## config.mk

```make
export PLATFORM = sky130hd
export DESIGN_NAME = recirc_shift_bank_flat
export DESIGN_NICKNAME = d
export VERILOG_FILES = /design/src/rtl/recirc_shift_bank_if.sv /design/src/rtl/recirc_shift_bank.sv /design/src/flat_wrapper.sv
export SDC_FILE = /design/constraint.sdc
export NUM_CORES = 1
export LEC_CHECK = 0
export ABC_AREA = 1
export CAP_MARGIN = 10
export CELL_PAD_IN_SITES_DETAIL_PLACEMENT = 1
export CELL_PAD_IN_SITES_GLOBAL_PLACEMENT = 2
export CORE_MARGIN = 5
export CORE_UTILIZATION = 35
export DETAILED_ROUTE_END_ITERATION = 10
export PLACE_DENSITY_LB_ADDON = 0.1
export SLEW_MARGIN = 20
export SYNTH_ARGS = -nofsm -noshare
export SYNTH_HDL_FRONTEND = slang
export SYNTH_SLANG_ARGS = --single-unit
```

## constraint.sdc

```tcl
create_clock -name clk -period 7.9 [get_ports clk]
set_input_delay 1.58 -clock clk [delete_from_list [all_inputs] [get_ports clk]]
set_output_delay 1.58 -clock clk [all_outputs]
set_load 0.005 [all_outputs]
```

## src/rtl/recirc_shift_bank_if.sv

```systemverilog
// Bus between the character-write/display-timing side (master) and the recirculating shift bank (slave).
// clr_req/clr_busy exist only when RSR_SWEEP_CLEAR_EN is defined.
interface recirc_shift_bank_if #(
  parameter int WIDTH = 6,
  parameter int DEPTH = 40
);
  localparam int PW = $clog2(DEPTH);

  logic             shift_en;
  logic             rc;
  logic [WIDTH-1:0] in;
  logic [WIDTH-1:0] out;
  logic [PW-1:0]    pos;
  logic             wrap;
`ifdef RSR_SWEEP_CLEAR_EN
  logic             clr_req;
  logic             clr_busy;

  modport master (output shift_en, rc, in, clr_req, input out, pos, wrap, clr_busy);
  modport slave  (input shift_en, rc, in, clr_req, output out, pos, wrap, clr_busy);
`else
  modport master (output shift_en, rc, in, input out, pos, wrap);
  modport slave  (input shift_en, rc, in, output out, pos, wrap);
`endif
endinterface

```

## src/rtl/recirc_shift_bank.sv

```systemverilog
// WIDTH-lane x DEPTH-stage recirculating shift bank; a word entering stage 0 reaches out DEPTH shifts later, all state holds while shift_en=0.
// Optional clear sweep (writes CLEAR_VAL into DEPTH consecutive shifts) is built only with RSR_SWEEP_CLEAR_EN.
module recirc_shift_bank #(
  parameter int               WIDTH     = 6,
  parameter int               DEPTH     = 40,
  parameter logic [WIDTH-1:0] CLEAR_VAL = WIDTH'(6'h20)
) (
  input logic                clk,
  input logic                rst,
  recirc_shift_bank_if.slave bus
);
  localparam int            PW   = $clog2(DEPTH);
  localparam logic [PW-1:0] LAST = PW'(DEPTH - 1);

  logic [WIDTH-1:0] stage [DEPTH];
  logic [WIDTH-1:0] feed;
  logic [PW-1:0]    pos_q;
  logic             wrap_q;

`ifdef RSR_SWEEP_CLEAR_EN
  typedef enum logic {IDLE, SWEEP} state_t;

  state_t        state;
  logic [PW-1:0] swp_cnt;
  logic          busy_q;

  // A request seen in IDLE only arms the sweep; the first cleared word goes in on the next shifting edge.
  always_ff @(posedge clk or posedge rst) begin
    if (rst) begin
      state   <= IDLE;
      swp_cnt <= '0;
      busy_q  <= 1'b0;
    end else begin
      case (state)
        IDLE: begin
          if (bus.clr_req) begin
            state   <= SWEEP;
            busy_q  <= 1'b1;
            swp_cnt <= '0;
          end
        end
        SWEEP: begin
          if (bus.shift_en) begin
            if (swp_cnt == LAST) begin
              state  <= IDLE;
              busy_q <= 1'b0;
            end else begin
              swp_cnt <= swp_cnt + PW'(1);
            end
          end
        end
      endcase
    end
  end

  assign bus.clr_busy = busy_q;
`endif

  always_comb begin
    feed = bus.rc ? bus.in : stage[DEPTH-1];
`ifdef RSR_SWEEP_CLEAR_EN
    if (state == SWEEP) feed = CLEAR_VAL;
`endif
  end

  always_ff @(posedge clk or posedge rst) begin
    if (rst) begin
      for (int k = 0; k < DEPTH; k++) stage[k] <= '0;
      pos_q  <= '0;
      wrap_q <= 1'b0;
    end else begin
      wrap_q <= 1'b0;
      if (bus.shift_en) begin
        stage[0] <= feed;
        for (int k = 1; k < DEPTH; k++) stage[k] <= stage[k-1];
        pos_q  <= (pos_q == LAST) ? '0 : pos_q + PW'(1);
        wrap_q <= (pos_q == LAST);
      end
    end
  end

  assign bus.out  = stage[DEPTH-1];
  assign bus.pos  = pos_q;
  assign bus.wrap = wrap_q;
endmodule

```

## src/flat_wrapper.sv

```systemverilog
// flat-port wrapper written by rule: the top's interface ports become plain ports
module recirc_shift_bank_flat 
#(
  parameter int               WIDTH     = 6,
  parameter int               DEPTH     = 40,
  parameter logic [WIDTH-1:0] CLEAR_VAL = WIDTH'(6'h20)
)
  (clk, rst, bus_shift_en, bus_rc, bus_in, bus_out, bus_pos, bus_wrap);
  recirc_shift_bank_if #(.WIDTH(WIDTH), .DEPTH(DEPTH)) bus_i ();
  input logic clk;
  input logic rst;
  input wire logic [$bits(bus_i.shift_en)-1:0] bus_shift_en;
  input wire logic [$bits(bus_i.rc)-1:0] bus_rc;
  input wire logic [$bits(bus_i.in)-1:0] bus_in;
  output wire logic [$bits(bus_i.out)-1:0] bus_out;
  output wire logic [$bits(bus_i.pos)-1:0] bus_pos;
  output wire logic [$bits(bus_i.wrap)-1:0] bus_wrap;
  assign bus_i.shift_en = bus_shift_en;
  assign bus_i.rc = bus_rc;
  assign bus_i.in = bus_in;
  assign bus_out = bus_i.out;
  assign bus_pos = bus_i.pos;
  assign bus_wrap = bus_i.wrap;
  recirc_shift_bank #(.WIDTH(WIDTH), .DEPTH(DEPTH), .CLEAR_VAL(CLEAR_VAL)) u_core (.clk(clk), .rst(rst), .bus(bus_i));
endmodule
```

==> results list <==
- Slowest cell on the critical path: inv_6
- Of the total power, registers draw 50.3%.
- The worst path uses 39.8% of the clock period.
* Top FF cell, synth: dfrtp_1
* I/O pin count: 23
* Final core occ: 39.6%
* Cell Rows: 60
- Final critical path time including I/O delays and setup: 3.14 ns
- Kind of critical path: in -> reg
- Of the cells placed in the final design, the portion with a size suffix greater than 1 is 4.53%.
- Post-CTS setup buffers: 0
- Number of global-route vias before repair: 6902
- The core region is 27000 sq um.
* Net Sw Power: 0.000782 W
* Yosys reg bits: 247
- The tool flagged a number of max-cap violations equal to 0.
* Final hold vios: 0
- Cells along the critical path: clkbuf_8, inv_6, buf_4, nand2_1, nand2_1
* Arrival time of the worst setup path: 3.61 ns
- DRT Pass-1 Iters: 4
* Global-route wire length before repair: 32400 microns
- Derived from the worst setup path, the maximum achievable clock frequency is 0.318 GHz.
- Placer Congestion: 0.680
- Peak VDD IR: 0.000130 V
- Setup violations remaining at the end of the flow were counted as 0.
* Combinational power share: 9.9%
- The number of hold buffers added after CTS was 0.
- Cell area after synthesis: 9640 sq um
- Average size of a mapped cell: 9.07 sq um
- Library cells used by synthesis: 19
* Port Buffer Count: 22
- Critical path capture point type: register
- Post-DP HPWL: 9420 microns
- Floorplan die height: 176 microns
- Sinks on the clock net: 247
- Highest cell delay on the worst timing path: 0.69 ns
- CP delay by family, top: buffers and inverters
- The share of total power dissipated in the clock network is 39.8%.
- Starting density of the core: 35.7%
- Worst reg-to-reg setup slack: 6.70 ns
* Largest net degree at the start of global routing: 176
- Vias per cell: 4.52
- At the end of the flow, the number of nets in the layout was 1073.
- Count of mapped cells out of synthesis: 1063
- Pint: 0.00233 W
* Total DRC errors in the routed layout: 0
- H-tree lvl count: 1
- After clock tree synthesis, the clock-pin slew on the worst setup and hold paths is 0.06 ns.
* Number of antenna violations at the first check in global routing: 0
* Total congestion overflow: 0
- Clock latency at the later pin of the worst-skew pair: 0.53 ns
* Total negative slack for setup checks: 0 ns
- Relative slew margins: 37.5%
- By instance count, the cell type seen most on the critical path is nand2_1.
- Crit-path max FO: 108
- Aggregate global-route resource usage: 12.0%
* Post-cts resize count: 0
* WL final: 17800 microns
* Floorplan die width: 176 microns
- TritonCTS built the clock tree.
- Total number of vias: 6436
* WP data required: 8.36 ns
* Warnings from Yosys: 0
- Of all flip-flops after synthesis, the portion carrying an async set or reset was 100%.
* Drt wl/cell: 12.5 microns
- After the first detailed-routing iteration, the DRC count stood at 393.
- At the pin with the least slew margin, the transition time is 0.936 ns.
- Synthesis produced a netlist with a net count of 1074.
* Final max-slew violation count: 0
* Type of the tightest min-delay check: reg -> reg
* PD cells: 291 nW/um^2
- CTS placed an instance of clkbuf_16 at the clock tree root.
* Setup repair after global routing missed its margin: no
- In this run the static leakage power is 5.88 nW.
* Outcome: finished clean
* Final ANT Viol Nets: 0
* Synthesis-to-finish area growth: 10.8%
- Counting flops with a built-in enable in the synthesized netlist gives 0.
* Switching portion of total power: 25.2%
* Antenna Cells: 0
* Total power: 0.00311 W
- Portion of the post-synthesis area used by sequential elements: 64.1%
- The critical path contains buffers and inverters numbering 3 combined.
* Final setup skew: 0.00708 ns
- The floorplan step defined a die boundary enclosing 31000 sq um.
* Type of origin of the critical path: primary input
- Longest Clk Path Bufs: 3
* Clock buffers created by TritonCTS: 29
## registers in the layout (all words and copies together) (netlist names)
signal / cells
u_core.bus.out: 6
u_core.bus.pos: 6
u_core.bus.wrap: 1
u_core.stage: 234
## layout make-up
type / count / area, sq um
Clock inverter: 6 / 55.1
Clock buffer: 45 / 826
Tap cell: 341 / 427
Multi-Input combinational cell: 736 / 2830
Inverter: 19 / 80.1
Timing Repair Buffer: 29 / 289
Fill cell: 3153 / 16300
Sequential cell: 247 / 6180
## tightest hold or removal path, cell delays in order, from the launching register on
cell and delay, ns:
dfrtp_1 0.34, nand2_1 0.05, nand2_1 0.05
## worst paths after layout
check                      cells past startpoint                       endpoint                          start
max                                            5   u_core.stage[14]$_DFFE_PP0P_                   bus_shift_en
min                                            2  u_core.stage[194]$_DFFE_PP0P_  u_core.stage[194]$_DFFE_PP0P_
max reg2reg                                    6  u_core.bus.pos[0]$_DFFE_PP0P_  u_core.bus.pos[0]$_DFFE_PP0P_
min reg2reg                                    2  u_core.stage[194]$_DFFE_PP0P_  u_core.stage[194]$_DFFE_PP0P_
max in group asynchronous                      3   u_core.stage[15]$_DFFE_PP0P_                            rst
min in group asynchronous                      2   u_core.stage[12]$_DFFE_PP0P_                            rst
## cells by family (layout without fill, tap and decap cells)
group,count (synthesis),count (layout),share of synthesized area (%)
fa+ha+maj,1,1,0.130
simple gates,702,702,27.4
buf+inv,80,99,6.55
compound gates,30,30,1.56
xor+xnor,3,3,0.272
flops,247,247,64.1
## layout by cell type (no fill, tap or decap), drive strengths merged
cell type and count:
inv 18, nor2 20, nand2 678, clkdlybuf4s50 21
xor2 2, buf 7, xnor2 1, bufinv 1
nand4 2, clkinv 5, clkinvlp 1, a21oi 7
dfrtp 247, o21ai 23, clkbuf 46, nand3 2
ha 1
## power groups by stage
stage	Combinational [W]	Clock [W]	Sequential, W
2_1_floorplan	0.000246	0	0.00156
3_3_place_gp	0.000313	0	0.00158
3_5_place_dp	0.000322	0	0.00159
4_1_cts	0.000324	0.00130	0.00157
5_1_grt	0.000368	0.00135	0.00159
6_report	0.000308	0.00124	0.00156
## metrics by stage
stage               cell area, sq um  cells  setup slack (ns)  hold WS [ns]
floorplan                       9650   1063              3.07         0.442
finish                         10700   1423              4.76         0.466
global placement                9810   1372              4.13         0.454
CTS                            10700   1423              4.68         0.470
global route                   10700   1423              4.48         0.484
detailed placement              9810   1372              4.12         0.459
## per-layer routing
layer	wire length (microns)	part of all wire [%]	track usage, %	vias up
met4	418	2.3	3.12	0
met5	0	0	0	-
met3	532	3.0	2.25	30
met1	8500	48	15.7	3174
li1	-	-	-	3184
met2	8350	47	20.8	48
## Yosys cell counts (7+ instances only)
master | number | share of area (%)
buf_8 | 10 | 1.6
buf_6 | 17 | 2.0
nor2_1 | 20 | 0.78
buf_4 | 17 | 1.3
buf_2 | 14 | 0.73
o21ai_0 | 22 | 1.1
a21oi_1 | 7 | 0.36
inv_1 | 18 | 0.70
nand2_1 | 678 | 26
dfrtp_1 | 247 | 64
(Power assumes the default switching activity.)
